**src/rtl/ram8_ctrl_pkg.sv**
```systemverilog
// ram8_ctrl_pkg
// Shared definitions for the ram8 bank controller: controller state
// encoding, bank word width and the fill-value selector constants.
package ram8_ctrl_pkg;

  localparam int unsigned WORD_W = 8;

  // Fill value selector, as sampled from fill_ones.
  localparam logic FILL_CLEAR  = 1'b0;
  localparam logic FILL_PRESET = 1'b1;

  typedef enum logic [1:0] {
    IDLE,
    ACCESS,
    RESP,
    FILL
  } ctrl_state_e;

endpackage

```
**src/rtl/rr_arb2.sv**
```systemverilog
// rr_arb2
// Two-way round-robin picker. Purely combinational; the pointer of the
// last granted requester is held by the instantiating controller.
// Ports:
//   req  [1:0] in  request vector, bit i = requester i
//   last       in  requester granted most recently (0 or 1)
//   pick [1:0] out one-hot winner, all zero when nobody requests
module rr_arb2 (
  input  logic [1:0] req,
  input  logic       last,
  output logic [1:0] pick
);

  always_comb begin
    pick = '0;
    unique case (req)
      2'b01:   pick = 2'b01;
      2'b10:   pick = 2'b10;
      // Tie: the requester that did not win last time goes now.
      2'b11:   pick = last ? 2'b01 : 2'b10;
      default: pick = '0;
    endcase
  end

endmodule

```
**src/rtl/ram8_bank_ctrl.sv**
```systemverilog
// ram8_bank_ctrl
// Shares a bank of WORDS 8-bit words between two requesters and sequences
// bulk clear/preset fills. Owns every write enable, clear and preset strobe
// of the bank. Word accesses are arbitrated round-robin; a fill has
// priority in IDLE and walks the bank one word per cycle.
// Ports:
//   clk                 in  clock, rising edge
//   clear               in  asynchronous active-low reset
//   req0/1, we0/1       in  access request (level) and write flag
//   addr0/1, wdata0/1   in  target word and write data
//   gnt0/1              out one-cycle grant pulse (request consumed)
//   rvalid0/1           out one-cycle read-data-valid pulse
//   rdata               out shared read data, held between reads
//   fill_req, fill_ones in  bulk fill request and fill value (1 = 0xFF)
//   fill_busy           out high during the whole fill
//   mem_we              out one-hot bank write enable
//   mem_clear/preset    out one-hot per-word clear / preset strobes
//   mem_din             out bank write data (0 outside write cycles)
//   mem_dout            in  bank read data, word k at [8k+7:8k]
module ram8_bank_ctrl
  import ram8_ctrl_pkg::*;
#(
  parameter  int unsigned WORDS = 4,
  localparam int unsigned AW    = (WORDS > 1) ? $clog2(WORDS) : 1
) (
  input  logic                      clk,
  input  logic                      clear,
  input  logic                      req0,
  input  logic                      we0,
  input  logic [AW-1:0]             addr0,
  input  logic [WORD_W-1:0]         wdata0,
  input  logic                      req1,
  input  logic                      we1,
  input  logic [AW-1:0]             addr1,
  input  logic [WORD_W-1:0]         wdata1,
  output logic                      gnt0,
  output logic                      gnt1,
  output logic                      rvalid0,
  output logic                      rvalid1,
  output logic [WORD_W-1:0]         rdata,
  input  logic                      fill_req,
  input  logic                      fill_ones,
  output logic                      fill_busy,
  output logic [WORDS-1:0]          mem_we,
  output logic [WORDS-1:0]          mem_clear,
  output logic [WORDS-1:0]          mem_preset,
  output logic [WORD_W-1:0]         mem_din,
  input  logic [WORD_W*WORDS-1:0]   mem_dout
);

  ctrl_state_e       state_q, state_d;
  logic              last_q, last_d;       // last granted requester
  logic              win_q, win_d;         // current winner (0/1)
  logic              we_q, we_d;
  logic [AW-1:0]     addr_q, addr_d;
  logic [WORD_W-1:0] wdata_q, wdata_d;
  logic              fill_ones_q, fill_ones_d;
  logic [AW-1:0]     cnt_q, cnt_d;         // fill word counter
  logic [WORD_W-1:0] rdata_q, rdata_d;

  logic [1:0]        pick;
  logic [WORD_W-1:0] rd_word;
  logic [WORDS-1:0]  addr_onehot;
  logic [WORDS-1:0]  cnt_onehot;

  rr_arb2 u_arb (
    .req  ({req1, req0}),
    .last (last_q),
    .pick (pick)
  );

  // Bank word selected by the captured address.
  always_comb begin
    rd_word = '0;
    for (int unsigned k = 0; k < WORDS; k++) begin
      if (addr_q == AW'(k)) begin
        rd_word = mem_dout[k*WORD_W +: WORD_W];
      end
    end
  end

  assign addr_onehot = WORDS'(1) << addr_q;
  assign cnt_onehot  = WORDS'(1) << cnt_q;

  // Next-state logic.
  always_comb begin
    state_d     = state_q;
    last_d      = last_q;
    win_d       = win_q;
    we_d        = we_q;
    addr_d      = addr_q;
    wdata_d     = wdata_q;
    fill_ones_d = fill_ones_q;
    cnt_d       = cnt_q;
    rdata_d     = rdata_q;

    unique case (state_q)
      IDLE: begin
        if (fill_req) begin
          state_d     = FILL;
          fill_ones_d = fill_ones;
          cnt_d       = '0;
        end else if (|pick) begin
          state_d = ACCESS;
          win_d   = pick[1];
          last_d  = pick[1];
          we_d    = pick[1] ? we1    : we0;
          addr_d  = pick[1] ? addr1  : addr0;
          wdata_d = pick[1] ? wdata1 : wdata0;
        end
      end
      ACCESS: begin
        if (we_q) begin
          state_d = IDLE;
        end else begin
          rdata_d = rd_word;
          state_d = RESP;
        end
      end
      RESP: begin
        state_d = IDLE;
      end
      FILL: begin
        cnt_d = cnt_q + AW'(1);
        if (cnt_q == AW'(WORDS - 1)) begin
          state_d = IDLE;
        end
      end
      default: begin
        state_d = IDLE;
      end
    endcase
  end

  // Outputs decode only registered state, so the asynchronous reset
  // removes every strobe in the same cycle it is asserted.
  always_comb begin
    gnt0       = 1'b0;
    gnt1       = 1'b0;
    rvalid0    = 1'b0;
    rvalid1    = 1'b0;
    fill_busy  = 1'b0;
    mem_we     = '0;
    mem_clear  = '0;
    mem_preset = '0;
    mem_din    = '0;

    unique case (state_q)
      ACCESS: begin
        gnt0 = ~win_q;
        gnt1 =  win_q;
        if (we_q) begin
          mem_we  = addr_onehot;
          mem_din = wdata_q;
        end
      end
      RESP: begin
        rvalid0 = ~win_q;
        rvalid1 =  win_q;
      end
      FILL: begin
        fill_busy = 1'b1;
        if (fill_ones_q == FILL_PRESET) begin
          mem_preset = cnt_onehot;
        end else begin
          mem_clear  = cnt_onehot;
        end
      end
      default: ;
    endcase
  end

  assign rdata = rdata_q;

  always_ff @(posedge clk or negedge clear) begin
    if (!clear) begin
      state_q     <= IDLE;
      last_q      <= 1'b1;
      win_q       <= 1'b0;
      we_q        <= 1'b0;
      addr_q      <= '0;
      wdata_q     <= '0;
      fill_ones_q <= FILL_CLEAR;
      cnt_q       <= '0;
      rdata_q     <= '0;
    end else begin
      state_q     <= state_d;
      last_q      <= last_d;
      win_q       <= win_d;
      we_q        <= we_d;
      addr_q      <= addr_d;
      wdata_q     <= wdata_d;
      fill_ones_q <= fill_ones_d;
      cnt_q       <= cnt_d;
      rdata_q     <= rdata_d;
    end
  end

endmodule

```
**config.mk**
```make
export PLATFORM = sky130hd
export DESIGN_NAME = ram8_bank_ctrl
export DESIGN_NICKNAME = d
export VERILOG_FILES = /design/src/rtl/ram8_ctrl_pkg.sv /design/src/rtl/rr_arb2.sv /design/src/rtl/ram8_bank_ctrl.sv
export SDC_FILE = /design/constraint.sdc
export NUM_CORES = 1
export LEC_CHECK = 0
export ABC_CLOCK_PERIOD_IN_PS = 1900
export BUFFER_PORTS_ARGS = -buffer_cell sky130_fd_sc_hd__clkbuf_2
export CAP_MARGIN = 0
export CELL_PAD_IN_SITES_DETAIL_PLACEMENT = 0
export CELL_PAD_IN_SITES_GLOBAL_PLACEMENT = 1
export CORE_MARGIN = 1
export CORE_UTILIZATION = 25
export DETAILED_ROUTE_END_ITERATION = 8
export PLACE_DENSITY = 0.7
export SETUP_SLACK_MARGIN = 0.2
export SLEW_MARGIN = 20
export SYNTH_ARGS = -nofsm -noshare
export SYNTH_HDL_FRONTEND = slang
export SYNTH_HIERARCHICAL = 1
export SYNTH_SLANG_ARGS = --single-unit
```
**constraint.sdc**
```tcl
create_clock -name clk -period 1.9 [get_ports clk]
set_clock_uncertainty 0.15 [all_clocks]
set_input_delay 0.38 -clock clk [delete_from_list [all_inputs] [get_ports clk]]
set_output_delay 0.38 -clock clk [all_outputs]
set_load 0.05 [all_outputs]
```
==> metrics <==
Post-Synth Simple-Gate Area=14.2%; Routed Antenna Nets=0; GPL Wtd Cong=between 0.6 and 0.7; # DRC=0; Cell Area, Synth=~0.0016 mm²; Overflow after GRT=0; largest net degree at the start of global routing=27; Slowest-stage cell, CP=dfrtp_1; setup ws final=-0.0933 ns; leak pwr=1.53 nW; Tot Pwr=0.00500 W; Yosys cell types=35; Syn Nets=197; Slew headroom=76.6%; IR drop worst, VDD=0.865 mV; layout cells sized above 1=79.5%; WS Path Type=flop to primary output; vias in the first global route=about 1400; clock sink count=26; initial antenna violation count=0; Yosys top cell by area=dfrtp_1; Synth Area in XOR/XNOR=0%; post-synthesis mux area share=roughly 33%; failing checks=setup timing; ANT cells=0; Yosys reg bits=26; synth warn=6; hold path depth=2; Peak Freq=502 MHz; HPWL after detailed placement=~3200 µm; unrepaired setup endpoints after global routing=yes; most common cell in the netlist=mux2_2; Initial Util=25.8%; max-slew violation count=0; Die ar.=~0.0069 mm²; logic gate share of total power=70.0%; TritonRoute pass-1 iters=4; syn_area_per_cell=between 10 and 15 µm²; Synth Instances=133; Sw Share=just over 40%; Tcrit/Tclk final=105%; final WL=approximately 4800 µm; CTS Buf Count=3; Hold WC Path Type=input pin to flop; Final setup viols=15; Seq/Total Area, Yosys=40.0%; Cell Int Power=roughly 0.003 W; Critical Path Fanout Max=7; ranking of synthesized cells by area=dfrtp_1 38%, mux2_2 20%, mux4_2 6.9%; crit path launch type=flop; Max clock buf depth=2; clock-pin slew on the worst setup and hold paths=0.10 ns; Most used DFF post-synth=dfrtp_1; WL per Instance=14.2 µm; main combinational cell family by area after synthesis=multiplexers; Core Region=0.00631 mm²; Clock Tree Root=clkbuf_8; CP Capture Type=primary output; # nets final=324; MaxCap Viol Count=0; Final Util=50.9%; async set or reset register ratio after synthesis=100%; Tot GR Track Use=13.7%; status=finished, violations left; Reg2Reg Depth=7; Slew @ Worst Pin=0.352 ns; Worst path max stage delay=0.44 ns; buffers added on ports=92; Layout area overhead=97.0%; Synth Area in Compound Gates=5.52%; H-Tree Depth=1; width of the chip=82.8 µm; endpoints failing hold=0; CTS tree=done; list of most frequent post-synthesis cells=29 x mux2_2, 25 x dfrtp_1, 13 x and2_1; Clk pwr share=~7.5%; DR iter-0 viols=42; Site Rows=29; number of synthesized flops with an enable pin=0; die height=just over 80 µm; post-synth top area share=about two fifths; Period minus WS final=1.99 ns; power per standard cell area=1550 mW/mm²; Data arrival, critical path=1.46 ns; Psw=0.00208 W; sequential share of power=between 20% and 30%; vias=1528; Skew-Pair Late Insertion Delay=about 0.27 ns; Post-Synth Adder-Cell Area=3.07%; DR vias/cell=4.55; first-pass GRT wire length=about 7000 µm; I/O pin total=93; Required @ worst endpoint=1.37 ns; Cell Chain, Critical Path=and3b_2 > buf_6 > and2_4 > clkbuf_16
-- critical path, delay by kind of cell, from the launching register on --
family / cells / cell delay (ns)
DFF: 1 / 0.44
and+or+nand+nor: 2 / 0.46
buffers and inverters: 2 / 0.29
-- power groups by stage --
stage	clock, W	combinational, W	sequential, W
3_5_place_dp	0	0.00238	0.00110
4_1_cts	0.000392	0.00320	0.00111
3_3_place_gp	0	0.00235	0.00110
2_1_floorplan	0	0.00154	0.00132
5_1_grt	0.000407	0.00370	0.00117
6_report	0.000372	0.00350	0.00113
-- cell families (layout without fill, tap and decap cells) --
logic type,after synthesis,after routing
and+or+nand+nor,38,38
muxes,39,39
DFF,26,26
buffers and inverters,13,139
adders and majority gates,4,4
AOI/OAI and AO/OA,13,13
-- state kept, by name, indices dropped and copies added (netlist names) --
register / flops
rdata: 8
wdata_q: 8
addr_q: 2
cnt_q: 2
state_q: 2
fill_ones_q: 1
last_q: 1
we_q: 1
win_q: 1
-- final timing paths --
| kind | startpoint | to | slack, ns |
|---|---|---|---|
| worst max-delay path | state_q[1]$_DFFE_PN0P_ | mem_din[2] | -0.09 |
| worst min-delay path | fill_ones | fill_ones_q$_DFFE_PN0P_ | 0.19 |
| worst max register to register | state_q[0]$_DFFE_PN0P_ | wdata_q[5]$_DFFE_PN0P_ | 0.02 |
| worst min register to register | rdata[6]$_DFFE_PN0P_ | rdata[6]$_DFFE_PN0P_ | 0.36 |
| max in group asynchronous | clear | last_q$_DFFE_PN1P_ | 0.81 |
| min in group asynchronous | clear | rdata[5]$_DFFE_PN0P_ | 0.48 |
-- stage by stage --
step	instances	instance area, µm²	hold WS (ns)	TNS [ns]	worst slack [ns]
5_1_grt	336	3210	0.181	-2.45	-0.153
4_1_cts	325	3070	0.182	-1.04	-0.0917
6_report	336	3210	0.190	-0.899	-0.0933
3_3_place_gp	309	2380	0.260	0	0.0309
3_5_place_dp	309	2380	0.260	0	0.0112
2_1_floorplan	133	1730	-0.0656	0	0.0339
-- placed cells by master, fill, tap and decap left out, types with 3 or more instances in the layout --
master     instances
and2_4            13
and3_4             5
buf_12             5
buf_4             19
buf_6             10
buf_8             11
clkbuf_16         16
clkbuf_2          67
clkbuf_8           4
dfrtp_1           22
dfrtp_2            3
ha_1               4
inv_1              4
mux2_2            17
mux2_4            12
mux4_2             7
nand2_1            3
nor2_1             3
-- final cells by class --
cell class              count  area (µm²)
well taps                  77        96.3
clock buffers               4        55.1
flip-flops and latches     26         656
multi-input cells          94        1090
inverters                   5        22.5
repair buffers            130        1290
fillers                   567        3100
-- repair_timing --
| item | CTS | global route |
|---|---|---|
| buffers inserted | 10 | 10 |
| setup endpoints to repair | 35 | 41 |
| hold endpoints to repair | 25 | 0 |
| gates cloned | 1 | 1 |
| resized for setup | 104 | 24 |
| hold buffers | 1 | 0 |
| pin swaps | 20 | 6 |
-- metal layers --
metal / share of wire, % / track usage (%)
met1: 44 / 17.6
met2: 51 / 23.8
met3: 5.2 / 3.39
met4: 0.31 / 1.55
met5: 0 / 0
Note: power is estimated with default switching activity, not from simulation.
